--- src/rtl/ides_bitslip_if.sv ---
// Serial-in / word-out bundle for the bit-slip deserializer.
// The master drives the serial data and slip request; the slave returns the aligned words.
interface ides_bitslip_if #(
    parameter int WIDTH = 4
);
    logic             d;
    logic             calib;
    logic [WIDTH-1:0] q;
    logic             q_vld;
    logic             busy;

    modport master (output d, output calib, input q, input q_vld, input busy);
    modport slave  (input d, input calib, output q, output q_vld, output busy);
endinterface

--- src/rtl/ides_bitslip.sv ---
// Single-clock 1:WIDTH deserializer with bit-slip alignment.
// It stands in for the Gowin dual-clock IDES primitives in simulation.
module ides_bitslip #(
    parameter int               WIDTH     = 4,
    parameter bit               LSB_FIRST = 1'b1,
    parameter logic [WIDTH-1:0] INIT      = '0
) (
    input logic           clk_i,
    input logic           rst_i,
    ides_bitslip_if.slave bus
);
    localparam int CNT_W  = $clog2(WIDTH);
    localparam int LOCK_W = $clog2(WIDTH + 1);
    localparam logic [CNT_W-1:0]  CNT_LAST  = CNT_W'(WIDTH - 1);
    localparam logic [LOCK_W-1:0] LOCK_LOAD = LOCK_W'(WIDTH);

    logic [WIDTH-1:0]  sr_q, sr_d;
    logic [CNT_W-1:0]  cnt_q;
    logic [LOCK_W-1:0] lock_q;
    logic [WIDTH-1:0]  q_q;
    logic              q_vld_q;
    logic              calib_q;
    logic              slip;

    // The oldest bit of the window always ends up at the end that becomes the first word bit.
    always_comb begin
        sr_d = sr_q;
        if (LSB_FIRST) begin
            sr_d = {bus.d, sr_q[WIDTH-1:1]};
        end else begin
            sr_d = {sr_q[WIDTH-2:0], bus.d};
        end
    end

    assign slip = bus.calib & ~calib_q & (lock_q == '0);

    // calib_q resets high so a CALIB level held through reset is not seen as an edge.
    always_ff @(posedge clk_i) begin
        if (rst_i) begin
            sr_q    <= '0;
            cnt_q   <= '0;
            q_q     <= INIT;
            q_vld_q <= 1'b0;
            lock_q  <= '0;
            calib_q <= 1'b1;
        end else begin
            sr_q    <= sr_d;
            calib_q <= bus.calib;
            q_vld_q <= 1'b0;
            if (lock_q != '0) begin
                lock_q <= lock_q - LOCK_W'(1);
            end
            if (slip) begin
                lock_q <= LOCK_LOAD;
            end else if (cnt_q == CNT_LAST) begin
                q_q     <= sr_d;
                q_vld_q <= 1'b1;
                cnt_q   <= '0;
            end else begin
                cnt_q <= cnt_q + CNT_W'(1);
            end
        end
    end

    assign bus.q     = q_q;
    assign bus.q_vld = q_vld_q;
    assign bus.busy  = (lock_q != '0);
endmodule

--- src/flat_wrapper.sv ---
// flat-port wrapper written by rule: the top's interface ports become plain ports
module ides_bitslip_flat 
#(
    parameter int               WIDTH     = 4,
    parameter bit               LSB_FIRST = 1'b1,
    parameter logic [WIDTH-1:0] INIT      = '0
)
  (clk_i, rst_i, bus_d, bus_calib, bus_q, bus_q_vld, bus_busy);
  ides_bitslip_if #(.WIDTH(WIDTH)) bus_i ();
  input logic clk_i;
  input logic rst_i;
  input wire logic [$bits(bus_i.d)-1:0] bus_d;
  input wire logic [$bits(bus_i.calib)-1:0] bus_calib;
  output wire logic [$bits(bus_i.q)-1:0] bus_q;
  output wire logic [$bits(bus_i.q_vld)-1:0] bus_q_vld;
  output wire logic [$bits(bus_i.busy)-1:0] bus_busy;
  assign bus_i.d = bus_d;
  assign bus_i.calib = bus_calib;
  assign bus_q = bus_i.q;
  assign bus_q_vld = bus_i.q_vld;
  assign bus_busy = bus_i.busy;
  ides_bitslip #(.WIDTH(WIDTH), .LSB_FIRST(LSB_FIRST), .INIT(INIT)) u_core (.clk_i(clk_i), .rst_i(rst_i), .bus(bus_i));
endmodule
--- config.mk ---
export PLATFORM = sky130hd
export DESIGN_NAME = ides_bitslip_flat
export DESIGN_NICKNAME = d
export VERILOG_FILES = /design/src/rtl/ides_bitslip_if.sv /design/src/rtl/ides_bitslip.sv /design/src/flat_wrapper.sv
export SDC_FILE = /design/constraint.sdc
export NUM_CORES = 1
export LEC_CHECK = 0
export ABC_AREA = 1
export BUFFER_PORTS_ARGS = -buffer_cell sky130_fd_sc_hd__buf_2
export CAP_MARGIN = 20
export CELL_PAD_IN_SITES_DETAIL_PLACEMENT = 1
export CELL_PAD_IN_SITES_GLOBAL_PLACEMENT = 1
export CORE_MARGIN = 8
export CORE_UTILIZATION = 40
export DETAILED_ROUTE_END_ITERATION = 8
export GPL_TIMING_DRIVEN = 0
export PLACE_DENSITY_LB_ADDON = 0.3
export SLEW_MARGIN = 15
export SYNTH_ARGS = -nofsm -noshare
export SYNTH_HDL_FRONTEND = slang
export SYNTH_SLANG_ARGS = --single-unit
--- constraint.sdc ---
create_clock -name clk_i -period 2.92 [get_ports clk_i]
set_input_delay 0.584 -clock clk_i [delete_from_list [all_inputs] [get_ports clk_i]]
set_output_delay 0.584 -clock clk_i [all_outputs]
set_load 0.02 [all_outputs]
==> results of run 1 <==
cell usage after synthesis (all sizes together):
library cell / number
a21oi: 9
nor2: 13
inv: 10
buf: 2
nand2: 15
nand3: 6
dfxtp: 14
or2: 1
ha: 3
clkbuf: 1
state kept, by name, indices dropped and copies added, names as in the netlist:
signal	count
u_core.bus.q	4
u_core.lock_q	3
u_core.sr_q	3
u_core.cnt_q	2
u_core.bus.q_vld	1
u_core.calib_q	1
worst min-delay path by stage:
stage                         from        endpoint  slack (ns)  cells after the start
finish              u_core.sr_q[3]  u_core.sr_q[2]        0.44                      2
global route        u_core.sr_q[3]  u_core.sr_q[2]        0.47                      2
CTS                 u_core.sr_q[3]  u_core.sr_q[2]        0.44                      2
detailed placement  u_core.sr_q[3]  u_core.sr_q[2]        0.44                      2
global placement    u_core.sr_q[2]  u_core.sr_q[1]        0.41                      2
floorplan           u_core.sr_q[2]  u_core.sr_q[1]        0.41                      2
worst reg2reg max path, delay by kind of cell, from the launching register on:
family / cells / cell delay [ns]
buf+inv: 3 / 0.31
compound gates: 1 / 0.16
fa+ha+maj: 1 / 0.15
flops: 1 / 0.32
simple gates: 3 / 0.35
metal layers:
metal | vias to the layer above | wire (microns)
li1 | 255 | -
met1 | 236 | 589
met2 | 6 | 642
met3 | 2 | 54
met4 | 0 | 12
met5 | - | 0
cells by family after synthesis:
logic type,count (synthesis),synth area share
flip-flops,14,0.480
AO/OA/AOI/OAI,9,0.0771
AND/OR/NAND/NOR,35,0.281
buffers and inverters,13,0.0985
adder cells (fa/ha/maj),3,0.0642
report_power, final:
group	switching, mW	internal [mW]
Clock	0.0636	0.0758
Combinational	0.148	0.0869
Sequential	0.0218	0.226
Total	0.233	0.388
area by class of cell:
| cell class | count | area [sq um] |
|---|---|---|
| plain buffers | 3 | 20.0 |
| inverters | 10 | 37.5 |
| well taps | 15 | 18.8 |
| clock buffers | 4 | 36.3 |
| repair buffers | 8 | 40.0 |
| multi-input cells | 47 | 246 |
| fillers | 180 | 654 |
| flip-flops and latches | 14 | 280 |
metrics by stage:
step | utilization | cell area, sq um | power (mW)
6_report | 0.509 | 679 | 0.622
5_1_grt | 0.509 | 679 | 0.674
4_1_cts | 0.509 | 679 | 0.633
3_5_place_dp | 0.482 | 643 | 0.489
3_3_place_gp | 0.482 | 643 | 0.473
2_1_floorplan | - | 584 | 0.429
==> metrics.txt, run 1 <==
# TYPE chip_impl_metric gauge
chip_impl_metric{name="grt_first_pass_wirelength",unit="mm"} 2.21
chip_impl_metric{name="grt_util_met1",unit=""} 0.116
chip_impl_metric{name="grt.met3_usage",unit=""} 0.0298
chip_impl_info{name="grt.busiest_layer",value="met2"} 1
chip_impl_info{name="yosys.area.top_type",value="dfxtp_1"} 1
chip_impl_info{name="layout.cells.most_common_list",value="nand2_1, dfxtp_1, nor2_1, inv_1"} 1
chip_impl_metric{name="die_w",unit="microns"} 54.2
chip_impl_info{name="cts.root.buffer_cell",value="clkbuf_4"} 1
chip_impl_metric{name="post-cts-setup-buffer-count",unit=""} 0
chip_impl_metric{name="cts_num_sinks",unit=""} 14
chip_impl_metric{name="finalWirelength",unit="mm"} 1.30
chip_impl_metric{name="syn-instance-count",unit=""} 74
chip_impl_info{name="start_point_of_the_critical_path",value="u_core.lock_q[0]"} 1
chip_impl_metric{name="cp_num_cells",unit=""} 6
chip_impl_info{name="synth_area_leaders",value="dfxtp_1, nand2_1, a21oi_1, nor2_1, ha_1"} 1
chip_impl_metric{name="deepest_level_of_the_cts_h_tree",unit=""} 1
chip_impl_metric{name="setup_violations",unit=""} 0
chip_impl_metric{name="post_route_cells_drive_above_1_share",unit=""} 0.221
chip_impl_info{name="timing.critical_path.cells",value="inv_1 -> ha_1 -> inv_1 -> nor2_4 -> inv_1 -> buf_2"} 1
chip_impl_metric{name="crit_path_max_fanout",unit=""} 8
chip_impl_info{name="status",value="complete, no violations"} 1
chip_impl_metric{name="fin_tns_setup",unit="ns"} 0
chip_impl_metric{name="setup_ws",unit="ns"} 0.980
chip_impl_metric{name="yosysSeqAreaShare",unit=""} 0.480
chip_impl_metric{name="yosys_register_bits",unit=""} 14
chip_impl_metric{name="overflow",unit=""} 0
chip_impl_metric{name="synth_nets",unit=""} 81
chip_impl_info{name="reg2reg_to",value="u_core.bus.q[2]"} 1
chip_impl_metric{name="number_of_nets_in_the_layout",unit=""} 94
chip_impl_metric{name="cts-resized-gates",unit=""} 0
chip_impl_metric{name="drc_errors",unit=""} 0
chip_impl_metric{name="max_freq",unit="MHz"} 516
chip_impl_metric{name="port_buffers",unit=""} 8
chip_impl_metric{name="drv.max_cap_violation_count",unit=""} 0
chip_impl_info{name="hold_path_class",value="flip-flop to flip-flop"} 1
chip_impl_metric{name="grt_antenna_before_repair",unit=""} 0
chip_impl_metric{name="cts-hold-fix-buffers",unit=""} 0
chip_impl_metric{name="start_util",unit=""} 0.438
chip_impl_metric{name="wl_per_cell",unit="microns"} 12.9
chip_impl_metric{name="globalplace.congestion",unit=""} 0.726
chip_impl_metric{name="synth_largest_type_area_fraction",unit=""} 0.480
chip_impl_info{name="timing.critical_path.mode_cell",value="inv_1"} 1
chip_impl_metric{name="place_worst_setup_slack",unit="ns"} 1.29
chip_impl_metric{name="syn_area_per_cell",unit="sq um"} 7.90
chip_impl_metric{name="skew",unit="ns"} 0.00556
chip_impl_metric{name="critical-path-max-stage-delay",unit="ns"} 0.32
chip_impl_metric{name="dr_total_vias",unit=""} 499
chip_impl_metric{name="via_count_of_the_first_global_routing_pass",unit=""} 521
chip_impl_metric{name="layout_min_cycle_time",unit="ns"} 1.94
chip_impl_metric{name="gr-usage-all-layers",unit=""} 0.103
chip_impl_metric{name="post_layout_nonfiller_instances",unit=""} 101
chip_impl_info{name="crit_type",value="flip-flop to output pin"} 1
chip_impl_metric{name="dr.first_iter.drc_count",unit=""} 7
chip_impl_info{name="worstReg2RegStart",value="u_core.lock_q[0]"} 1
chip_impl_metric{name="hold-worst-slack",unit="ns"} 0.438
chip_impl_metric{name="p_leak",unit="nW"} 0.338
chip_impl_metric{name="hpwlAfterDp",unit="microns"} 945
chip_impl_metric{name="maxSlewViolCount",unit=""} 0
chip_impl_metric{name="worst_ep_required_time",unit="ns"} 2.34
chip_impl_metric{name="clk_pin_slew",unit="ns"} 0.09
chip_impl_info{name="endpoint",value="bus_busy"} 1
chip_impl_metric{name="number_of_endpoints_with_negative_hold_slack_in_the_final_report",unit=""} 0
chip_impl_metric{name="ir_worst_vdd",unit="V"} 0.000412
chip_impl_metric{name="dieArea",unit="sq um"} 2940
chip_impl_metric{name="vias_per_cell",unit=""} 4.94
chip_impl_metric{name="synthDistinctLibCells",unit=""} 15
chip_impl_metric{name="timing.reg2reg.worst_path_depth",unit=""} 8
chip_impl_metric{name="syn_to_final_growth",unit="%"} 16.3
chip_impl_metric{name="globalRouteMet2Util",unit=""} 0.168
chip_impl_metric{name="reg2reg_slack",unit="ns"} 1.51
chip_impl_metric{name="timing.slew.headroom",unit=""} 0.778
chip_impl_metric{name="placedCellCount",unit=""} 97
chip_impl_metric{name="timing_worst_slew_pin_value",unit="ns"} 0.334
chip_impl_info{name="grt_setup_unrepaired",value="no"} 1
chip_impl_metric{name="clock_path_buffers",unit=""} 2
chip_impl_metric{name="row_count",unit=""} 13
chip_impl_metric{name="insertedDiodeCount",unit=""} 0
chip_impl_metric{name="yosys_warnings",unit=""} 0
chip_impl_metric{name="maximum_number_of_pins_on_one_net_before_global_route_repair",unit=""} 11
chip_impl_metric{name="core-area",unit="sq um"} 1330
chip_impl_info{name="worst_path_dominant_cell_family",value="buffers and inverters"} 1
chip_impl_info{name="start_kind",value="flip-flop"} 1
chip_impl_metric{name="residual_antenna_violating_net_count_after_detailed_routing",unit=""} 0
chip_impl_info{name="slowest_stage",value="dfxtp_1"} 1
chip_impl_info{name="clock_tree_from_tritoncts",value="built"} 1
chip_impl_metric{name="design.portCount",unit=""} 10
chip_impl_info{name="cp-end-kind",value="output pin"} 1
chip_impl_metric{name="syn-cell-area",unit="sq um"} 584
chip_impl_metric{name="path_buf_inv",unit=""} 4
chip_impl_metric{name="fp.dieH",unit="microns"} 54.2
chip_impl_metric{name="firstDrtPassIters",unit=""} 4
chip_impl_metric{name="power.density",unit="nW/um^2"} 915
chip_impl_metric{name="arrival_time_at_the_worst_endpoint",unit="ns"} 1.36
chip_impl_metric{name="cts_buffers",unit=""} 3
chip_impl_metric{name="portion_of_the_clock_cycle_consumed_by_the_worst_path_in_the_final_layout",unit=""} 0.664
chip_impl_metric{name="worstSkewPairLatency",unit="ns"} 0.28
No activity file was read; power rests on OpenSTA's default activity.
==> inputs of run 2 (changes only) <==
--- a/config.mk
+++ b/config.mk
@@ -5,13 +5,13 @@
 export SDC_FILE = /design/constraint.sdc
 export NUM_CORES = 1
 export LEC_CHECK = 0
-export ABC_AREA = 1
+export ABC_AREA = 0
 export BUFFER_PORTS_ARGS = -buffer_cell sky130_fd_sc_hd__buf_2
 export CAP_MARGIN = 20
 export CELL_PAD_IN_SITES_DETAIL_PLACEMENT = 1
 export CELL_PAD_IN_SITES_GLOBAL_PLACEMENT = 1
 export CORE_MARGIN = 8
-export CORE_UTILIZATION = 40
+export CORE_UTILIZATION = 39
 export DETAILED_ROUTE_END_ITERATION = 8
 export GPL_TIMING_DRIVEN = 0
 export PLACE_DENSITY_LB_ADDON = 0.3
==> constraint.sdc (replaced) <==
create_clock -name clk_i -period 2 [get_ports clk_i]
set_input_delay 0.4 -clock clk_i [delete_from_list [all_inputs] [get_ports clk_i]]
set_output_delay 0.4 -clock clk_i [all_outputs]
set_load 0.02 [all_outputs]
==> run 2 against run 1 <==
  * Clock power grew 4%
  * Sequential power grew 39%
  * Sequential share of layout area grew 2.2 points
  * Largest power group unchanged
  * Global-route usage shrank 2.7 points
  * Utilization shrank 2.0 points
==> metrics.txt, run 2 <==
# TYPE chip_impl_metric gauge
chip_impl_metric{name="yosys_warnings",unit=""} 0
chip_impl_metric{name="max_freq",unit="MHz"} 611
chip_impl_info{name="hold_path_class",value="input pin to flip-flop"} 1
chip_impl_info{name="cts.root.buffer_cell",value="clkbuf_4"} 1
chip_impl_metric{name="overflow",unit=""} 0
chip_impl_metric{name="synth_nets",unit=""} 58
chip_impl_metric{name="syn-instance-count",unit=""} 51
chip_impl_metric{name="worstSkewPairLatency",unit="ns"} 0.27
chip_impl_metric{name="drv.max_cap_violation_count",unit=""} 0
chip_impl_info{name="crit_type",value="flip-flop to flip-flop"} 1
chip_impl_metric{name="start_util",unit=""} 0.424
chip_impl_info{name="reg2reg_to",value="u_core.bus.q[2]"} 1
chip_impl_metric{name="post_layout_inst_area",unit="sq um"} 644
chip_impl_metric{name="port_buffers",unit=""} 9
chip_impl_info{name="cp-end-kind",value="flip-flop"} 1
chip_impl_info{name="layout.cells.most_common_list",value="dfxtp_1, buf_2, nor2b_1, nor2_1"} 1
chip_impl_metric{name="clock_path_buffers",unit=""} 2
chip_impl_metric{name="path_buf_inv",unit=""} 2
chip_impl_metric{name="skew",unit="ns"} 0.00441
chip_impl_metric{name="min_delay_path_depth",unit=""} 2
chip_impl_metric{name="timing.slew.headroom",unit=""} 0.732
chip_impl_metric{name="yosys_register_bits",unit=""} 14
chip_impl_metric{name="syn-cell-area",unit="sq um"} 558
chip_impl_metric{name="ir_worst_vdd",unit="V"} 0.000550
chip_impl_metric{name="synth_largest_type_area_fraction",unit=""} 0.502
chip_impl_info{name="timing.critical_path.cells",value="inv_1 -> ha_1 -> nor4bb_1 -> buf_4 -> nand2b_4 -> mux2_4"} 1
chip_impl_metric{name="finalWirelength",unit="microns"} 911
chip_impl_metric{name="fin_tns_setup",unit="ns"} 0
chip_impl_metric{name="crit_path_max_fanout",unit=""} 7
chip_impl_metric{name="firstDrtPassIters",unit=""} 2
chip_impl_metric{name="die_w",unit="microns"} 53.8
chip_impl_metric{name="via_count_of_the_first_global_routing_pass",unit=""} 385
chip_impl_metric{name="drc_errors",unit=""} 0
chip_impl_info{name="yosys.area.top_type",value="dfxtp_1"} 1
chip_impl_metric{name="clk_pin_slew",unit="ns"} 0.07
chip_impl_metric{name="syn_to_final_growth",unit="%"} 15.5
chip_impl_metric{name="wl_per_cell",unit="microns"} 11.7
chip_impl_info{name="clock_tree_from_tritoncts",value="built"} 1
chip_impl_metric{name="synthDistinctLibCells",unit=""} 20
chip_impl_info{name="layout_commonest_cell",value="dfxtp_1"} 1
chip_impl_metric{name="cts-resized-gates",unit=""} 0
chip_impl_info{name="hp-start",value="bus_calib"} 1
chip_impl_metric{name="grt_first_pass_wirelength",unit="mm"} 1.64
chip_impl_metric{name="globalplace.congestion",unit=""} 0.681
chip_impl_info{name="start_point_of_the_critical_path",value="u_core.lock_q[0]"} 1
chip_impl_metric{name="timing_worst_slew_pin_value",unit="ns"} 0.402
chip_impl_metric{name="dr.first_iter.drc_count",unit=""} 2
chip_impl_metric{name="insertedDiodeCount",unit=""} 0
chip_impl_metric{name="reg2reg_slack",unit="ns"} 0.36
chip_impl_metric{name="post-cts-setup-buffer-count",unit=""} 0
chip_impl_metric{name="timing.reg2reg.worst_path_depth",unit=""} 6
chip_impl_info{name="predominant_post_synthesis_flop_cell",value="dfxtp_1"} 1
chip_impl_metric{name="yosysSeqAreaShare",unit=""} 0.502
chip_impl_info{name="hold_end",value="u_core.calib_q"} 1
chip_impl_metric{name="dieArea",unit="sq um"} 2900
chip_impl_metric{name="row_count",unit=""} 13
chip_impl_metric{name="syn_area_per_cell",unit="sq um"} 10.9
chip_impl_metric{name="maxSlewViolCount",unit=""} 0
chip_impl_metric{name="synth-async-reset-ratio",unit=""} 0
chip_impl_info{name="yosysMostFrequentCell",value="dfxtp_1"} 1
chip_impl_info{name="worstReg2RegStart",value="u_core.lock_q[0]"} 1
chip_impl_metric{name="post_route_cells_drive_above_1_share",unit=""} 0.286
chip_impl_metric{name="grt_antenna_before_repair",unit=""} 0
chip_impl_metric{name="design.portCount",unit=""} 10
chip_impl_metric{name="cts_num_sinks",unit=""} 14
chip_impl_metric{name="cts-hold-fix-buffers",unit=""} 0
chip_impl_metric{name="gr-usage-all-layers",unit=""} 0.0768
chip_impl_metric{name="portion_of_the_clock_cycle_consumed_by_the_worst_path_in_the_final_layout",unit=""} 0.819
chip_impl_metric{name="layout_min_cycle_time",unit="ns"} 1.64
chip_impl_metric{name="dr_total_vias",unit=""} 363
chip_impl_info{name="synth_area_leaders",value="dfxtp_1, mux2_4, ha_1, nor2b_1, mux2i_1"} 1
chip_impl_info{name="status",value="complete, no violations"} 1
chip_impl_metric{name="fp.dieH",unit="microns"} 53.8
chip_impl_info{name="start_kind",value="flip-flop"} 1
chip_impl_metric{name="critical-path-max-stage-delay",unit="ns"} 0.32
chip_impl_info{name="grt_setup_unrepaired",value="no"} 1
chip_impl_info{name="list_of_most_frequent_post_synthesis_cells",value="dfxtp_1, nor2b_1, nor2_1"} 1
chip_impl_metric{name="worst_ep_required_time",unit="ns"} 2.15
chip_impl_metric{name="number_of_nets_in_the_layout",unit=""} 72
chip_impl_metric{name="setup_violations",unit=""} 0
chip_impl_metric{name="postPlaceCellArea",unit="sq um"} 622
chip_impl_metric{name="deepest_level_of_the_cts_h_tree",unit=""} 1
chip_impl_metric{name="vias_per_cell",unit=""} 4.65
chip_impl_metric{name="flip_flop_count_of_the_largest_register_after_layout",unit=""} 4
chip_impl_info{name="worst_path_dominant_cell_family",value="simple AND/OR/NAND/NOR gates"} 1
chip_impl_metric{name="p_leak",unit="nW"} 0.298
chip_impl_metric{name="residual_antenna_violating_net_count_after_detailed_routing",unit=""} 0
chip_impl_metric{name="post-route-util",unit=""} 0.489
chip_impl_metric{name="power.density",unit="nW/um^2"} 1110
chip_impl_metric{name="cts_buffers",unit=""} 3
chip_impl_metric{name="maximum_number_of_pins_on_one_net_before_global_route_repair",unit=""} 11
chip_impl_info{name="slowest_stage",value="dfxtp_1"} 1
chip_impl_metric{name="synth_edf_count",unit=""} 0
chip_impl_metric{name="core-area",unit="sq um"} 1320
chip_impl_metric{name="arrival_time_at_the_worst_endpoint",unit="ns"} 1.79
chip_impl_metric{name="number_of_endpoints_with_negative_hold_slack_in_the_final_report",unit=""} 0
-- run 2: logic make-up after synthesis --
family / Yosys count / synth area share
and+or+nand+nor: 20 / 0.222
DFF: 14 / 0.502
muxes: 5 / 0.117
AOI/OAI and AO/OA: 4 / 0.0426
buffers and inverters: 4 / 0.0336
adders and majority gates: 3 / 0.0673
xor gates and xnor gates: 1 / 0.0157
-- run 2: worst max path at each step --
stage / end / slack [ns] / cells after the start
2_1_floorplan: u_core.bus.q[1] / 0.53 / 6
3_3_place_gp: u_core.bus.q[2] / 0.39 / 6
3_5_place_dp: u_core.bus.q[3] / 0.40 / 6
4_1_cts: bus_busy / 0.34 / 4
5_1_grt: bus_busy / 0.26 / 4
6_report: u_core.bus.q[2] / 0.36 / 6
-- run 2: area by class of cell --
class	count	area [sq um]
Inverter	2	7.51
Sequential cell	14	280
Fill cell	150	673
Clock buffer	3	22.5
Timing Repair Buffer	9	45.0
Tap cell	15	18.8
Buffer	2	11.3
Multi-Input combinational cell	33	259
-- run 2: stage by stage --
stage | hold WS [ns] | power (mW) | worst slack, ns | cells
floorplan | 0.435 | 0.526 | 0.531 | 51
global route | 0.319 | 0.773 | 0.260 | 78
detailed placement | 0.451 | 0.584 | 0.400 | 75
global placement | 0.440 | 0.575 | 0.394 | 75
CTS | 0.316 | 0.735 | 0.343 | 78
finish | 0.323 | 0.718 | 0.363 | 78
-- run 2: power breakdown --
part	total [mW]	switching (mW)	leakage, nW	internal, mW
Clock	0.144	0.0750	0.0138	0.0695
Sequential	0.345	0.0240	0.115	0.321
Combinational	0.229	0.123	0.169	0.106
-- run 2: metal layers --
layer  vias up  global-route usage  wire length (microns)  part of all wire
met2         8               0.116                    399              0.44
li1        192                   -                      -                 -
met4         0              0.0252                      0                 0
met1       163              0.0849                    436              0.48
met3         0              0.0523                     75             0.082
met5         -                   0                      0                 0
==> inputs of run 3 (changes only) <==
--- a/config.mk
+++ b/config.mk
@@ -11,7 +11,7 @@
 export CELL_PAD_IN_SITES_DETAIL_PLACEMENT = 1
 export CELL_PAD_IN_SITES_GLOBAL_PLACEMENT = 1
 export CORE_MARGIN = 8
-export CORE_UTILIZATION = 39
+export CORE_UTILIZATION = 35
 export DETAILED_ROUTE_END_ITERATION = 8
 export GPL_TIMING_DRIVEN = 0
 export PLACE_DENSITY_LB_ADDON = 0.3
==> constraint.sdc (replaced) <==
create_clock -name clk_i -period 1.5 [get_ports clk_i]
set_input_delay 0.3 -clock clk_i [delete_from_list [all_inputs] [get_ports clk_i]]
set_output_delay 0.3 -clock clk_i [all_outputs]
set_load 0.02 [all_outputs]
==> run 3 against run 2 <==
  * Total power rose by 69%
  * Register-to-register slack got worse by 0.35 ns
  * Maximum frequency rose by 10%
  * Flip-flop and latch count is the same
  * Critical endpoint is now u_core.lock_q[2]
  * Utilization grew 1.8 points
  * Critical path depth increased by 2
  * Critical path type unchanged
  * Highest routed layer unchanged
  * Die area up 8.0%
  * Largest cell class is now multi-input combinational cells
  * Via count up 14%
==> metrics.txt, run 3 (synthesis results as in run 2) <==
# TYPE chip_impl_metric gauge
chip_impl_info{name="layout.cells.most_common_list",value="dfxtp_1, buf_4, buf_2, nor2b_1, nor2_1"} 1
chip_impl_info{name="crit_type",value="flip-flop to flip-flop"} 1
chip_impl_metric{name="hpwlAfterDp",unit="microns"} 723
chip_impl_metric{name="residual_antenna_violating_net_count_after_detailed_routing",unit=""} 0
chip_impl_metric{name="reg2reg_slack",unit="ns"} 0.02
chip_impl_info{name="status",value="complete, no violations"} 1
chip_impl_metric{name="wl_per_cell",unit="microns"} 14.3
chip_impl_metric{name="firstDrtPassIters",unit=""} 3
chip_impl_metric{name="ir_worst_vdd",unit="V"} 0.000794
chip_impl_metric{name="arrival_time_at_the_worst_endpoint",unit="ns"} 1.64
chip_impl_metric{name="timing.reg2reg.worst_path_depth",unit=""} 8
chip_impl_metric{name="post_layout_nonfiller_instances",unit=""} 88
chip_impl_info{name="reg2reg_to",value="u_core.lock_q[2]"} 1
chip_impl_metric{name="maxSlewViolCount",unit=""} 0
chip_impl_info{name="cp-end-kind",value="flip-flop"} 1
chip_impl_metric{name="critical-path-max-stage-delay",unit="ns"} 0.35
chip_impl_info{name="grt.busiest_layer",value="met2"} 1
chip_impl_metric{name="hold-worst-slack",unit="ns"} 0.215
chip_impl_metric{name="deepest_level_of_the_cts_h_tree",unit=""} 1
chip_impl_info{name="hold_path_class",value="input pin to flip-flop"} 1
chip_impl_metric{name="max_freq",unit="MHz"} 674
chip_impl_info{name="slowest_stage",value="dfxtp_2"} 1
chip_impl_metric{name="worstSkewPairLatency",unit="ns"} 0.28
chip_impl_metric{name="grt_first_pass_wirelength",unit="mm"} 1.93
chip_impl_info{name="clock_tree_from_tritoncts",value="built"} 1
chip_impl_metric{name="number_of_endpoints_with_negative_hold_slack_in_the_final_report",unit=""} 0
chip_impl_metric{name="portion_of_the_clock_cycle_consumed_by_the_worst_path_in_the_final_layout",unit=""} 0.988
chip_impl_info{name="start_kind",value="flip-flop"} 1
chip_impl_metric{name="skew",unit="ns"} 0.00469
chip_impl_metric{name="overflow",unit=""} 0
chip_impl_metric{name="die_w",unit="microns"} 55.9
chip_impl_metric{name="worst_ep_required_time",unit="ns"} 1.66
chip_impl_metric{name="via_count_of_the_first_global_routing_pass",unit=""} 458
chip_impl_info{name="worstReg2RegStart",value="u_core.lock_q[0]"} 1
chip_impl_info{name="hold_end",value="u_core.calib_q"} 1
chip_impl_metric{name="design.portCount",unit=""} 10
chip_impl_metric{name="cts_num_sinks",unit=""} 14
chip_impl_info{name="layout_commonest_cell",value="dfxtp_1"} 1
chip_impl_metric{name="syn_to_final_growth",unit="%"} 37.0
chip_impl_metric{name="fin_tns_setup",unit="ns"} 0
chip_impl_metric{name="placedCellCount",unit=""} 76
chip_impl_metric{name="clock_path_buffers",unit=""} 2
chip_impl_info{name="grt_setup_unrepaired",value="yes"} 1
chip_impl_metric{name="globalRouteMet2Util",unit=""} 0.130
chip_impl_metric{name="setup_violations",unit=""} 0
chip_impl_info{name="hp-start",value="bus_calib"} 1
chip_impl_metric{name="globalplace.congestion",unit=""} 0.671
chip_impl_metric{name="core-area",unit="sq um"} 1510
chip_impl_metric{name="grt_util_met1",unit=""} 0.0748
chip_impl_metric{name="maximum_number_of_pins_on_one_net_before_global_route_repair",unit=""} 11
chip_impl_metric{name="power.density",unit="nW/um^2"} 1590
chip_impl_metric{name="fp.dieH",unit="microns"} 55.9
chip_impl_metric{name="row_count",unit=""} 14
chip_impl_metric{name="finalWirelength",unit="mm"} 1.26
chip_impl_metric{name="clk_pin_slew",unit="ns"} 0.08
chip_impl_metric{name="post_layout_inst_area",unit="sq um"} 764
chip_impl_metric{name="cts-hold-fix-buffers",unit=""} 0
chip_impl_metric{name="grt_antenna_before_repair",unit=""} 0
chip_impl_metric{name="layout_min_cycle_time",unit="ns"} 1.48
chip_impl_metric{name="port_buffers",unit=""} 9
chip_impl_metric{name="timing_worst_slew_pin_value",unit="ns"} 0.455
chip_impl_metric{name="drc_errors",unit=""} 0
chip_impl_metric{name="flip_flop_count_of_the_largest_register_after_layout",unit=""} 4
chip_impl_metric{name="min_delay_path_depth",unit=""} 2
chip_impl_metric{name="timing.slew.headroom",unit=""} 0.697
chip_impl_info{name="timing.critical_path.cells",value="inv_2 -> ha_4 -> nor4bb_4 -> buf_4 -> buf_4 -> buf_4 -> a21oi_1 -> a21oi_1"} 1
chip_impl_info{name="cts.root.buffer_cell",value="clkbuf_4"} 1
chip_impl_metric{name="dr.first_iter.drc_count",unit=""} 5
chip_impl_metric{name="dieArea",unit="sq um"} 3130
chip_impl_metric{name="post_route_cells_drive_above_1_share",unit=""} 0.500
chip_impl_metric{name="postPlaceCellArea",unit="sq um"} 623
chip_impl_metric{name="post-route-util",unit=""} 0.507
chip_impl_info{name="timing.critical_path.mode_cell",value="buf_4"} 1
chip_impl_metric{name="start_util",unit=""} 0.370
chip_impl_metric{name="grt.met3_usage",unit=""} 0.0594
chip_impl_metric{name="number_of_nets_in_the_layout",unit=""} 81
chip_impl_metric{name="cts_buffers",unit=""} 3
chip_impl_metric{name="p_leak",unit="nW"} 0.350
chip_impl_metric{name="drv.max_cap_violation_count",unit=""} 0
chip_impl_metric{name="gr-usage-all-layers",unit=""} 0.0769
chip_impl_metric{name="insertedDiodeCount",unit=""} 0
chip_impl_metric{name="dr_total_vias",unit=""} 415
chip_impl_metric{name="vias_per_cell",unit=""} 4.72
chip_impl_metric{name="crit_path_max_fanout",unit=""} 3
-- run 3: cell types whose count changed in the layout (fill, tap and decap cells not counted), sizes merged --
cell / delta
buf: +9
-- run 3: worst max-delay path, delay by kind of cell, from the launching register on --
kind / cells / cell delay, ns
AOI/OAI and AO/OA: 2 / 0.26
adders and majority gates: 1 / 0.16
buffers and inverters: 4 / 0.45
DFF: 1 / 0.35
and+or+nand+nor: 1 / 0.15
-- run 3: cell type report --
class / count / area (sq um)
fillers: 174 / 742
clock buffers: 3 / 22.5
flip-flops and latches: 14 / 283
repair buffers: 18 / 119
inverters: 2 / 7.51
multi-input cells: 33 / 302
well taps: 16 / 20.0
plain buffers: 2 / 11.3
-- run 3: per-layer routing --
metal	vias up	part of all wire
met1	196	0.40
met2	10	0.51
li1	209	-
met3	0	0.085
met5	-	0
met4	0	0
-- run 3: how the worst max path moves through the flow --
stage / startpoint / to / slack, ns / depth (start not counted)
after floorplan: u_core.lock_q[0] / u_core.bus.q[1] / 0.03 / 6
after global placement: u_core.lock_q[0] / u_core.bus.q[2] / -0.12 / 6
after detailed placement: u_core.lock_q[0] / u_core.bus.q[2] / -0.11 / 6
after CTS: u_core.lock_q[1] / bus_busy / -0.003 / 4
after global routing: u_core.lock_q[1] / u_core.bus.q[2] / -0.03 / 6
final: u_core.lock_q[0] / u_core.lock_q[2] / 0.02 / 8
-- run 3: metrics by stage --
step                      setup slack, ns  power (mW)
after floorplan                    0.0308       0.702
after global placement             -0.120       0.769
after detailed placement           -0.112       0.781
after CTS                        -0.00317        1.08
after global routing              -0.0345        1.28
final                              0.0173        1.22
-- run 3: what timing repair did --
| action | in CTS | in global routing |
|---|---|---|
| setup endpoints to repair | 4 | 8 |
| gates resized for setup | 7 | 7 |
| buffers inserted | 5 | 4 |
| gates cloned | 0 | 0 |
| pin swaps | 1 | 1 |
-- run 3: power by group --
group          switching, mW  internal (mW)  total [mW]
registers             0.0447          0.433       0.478
clock network          0.119         0.0932       0.213
logic                  0.236          0.290       0.527
total                  0.401          0.816        1.22
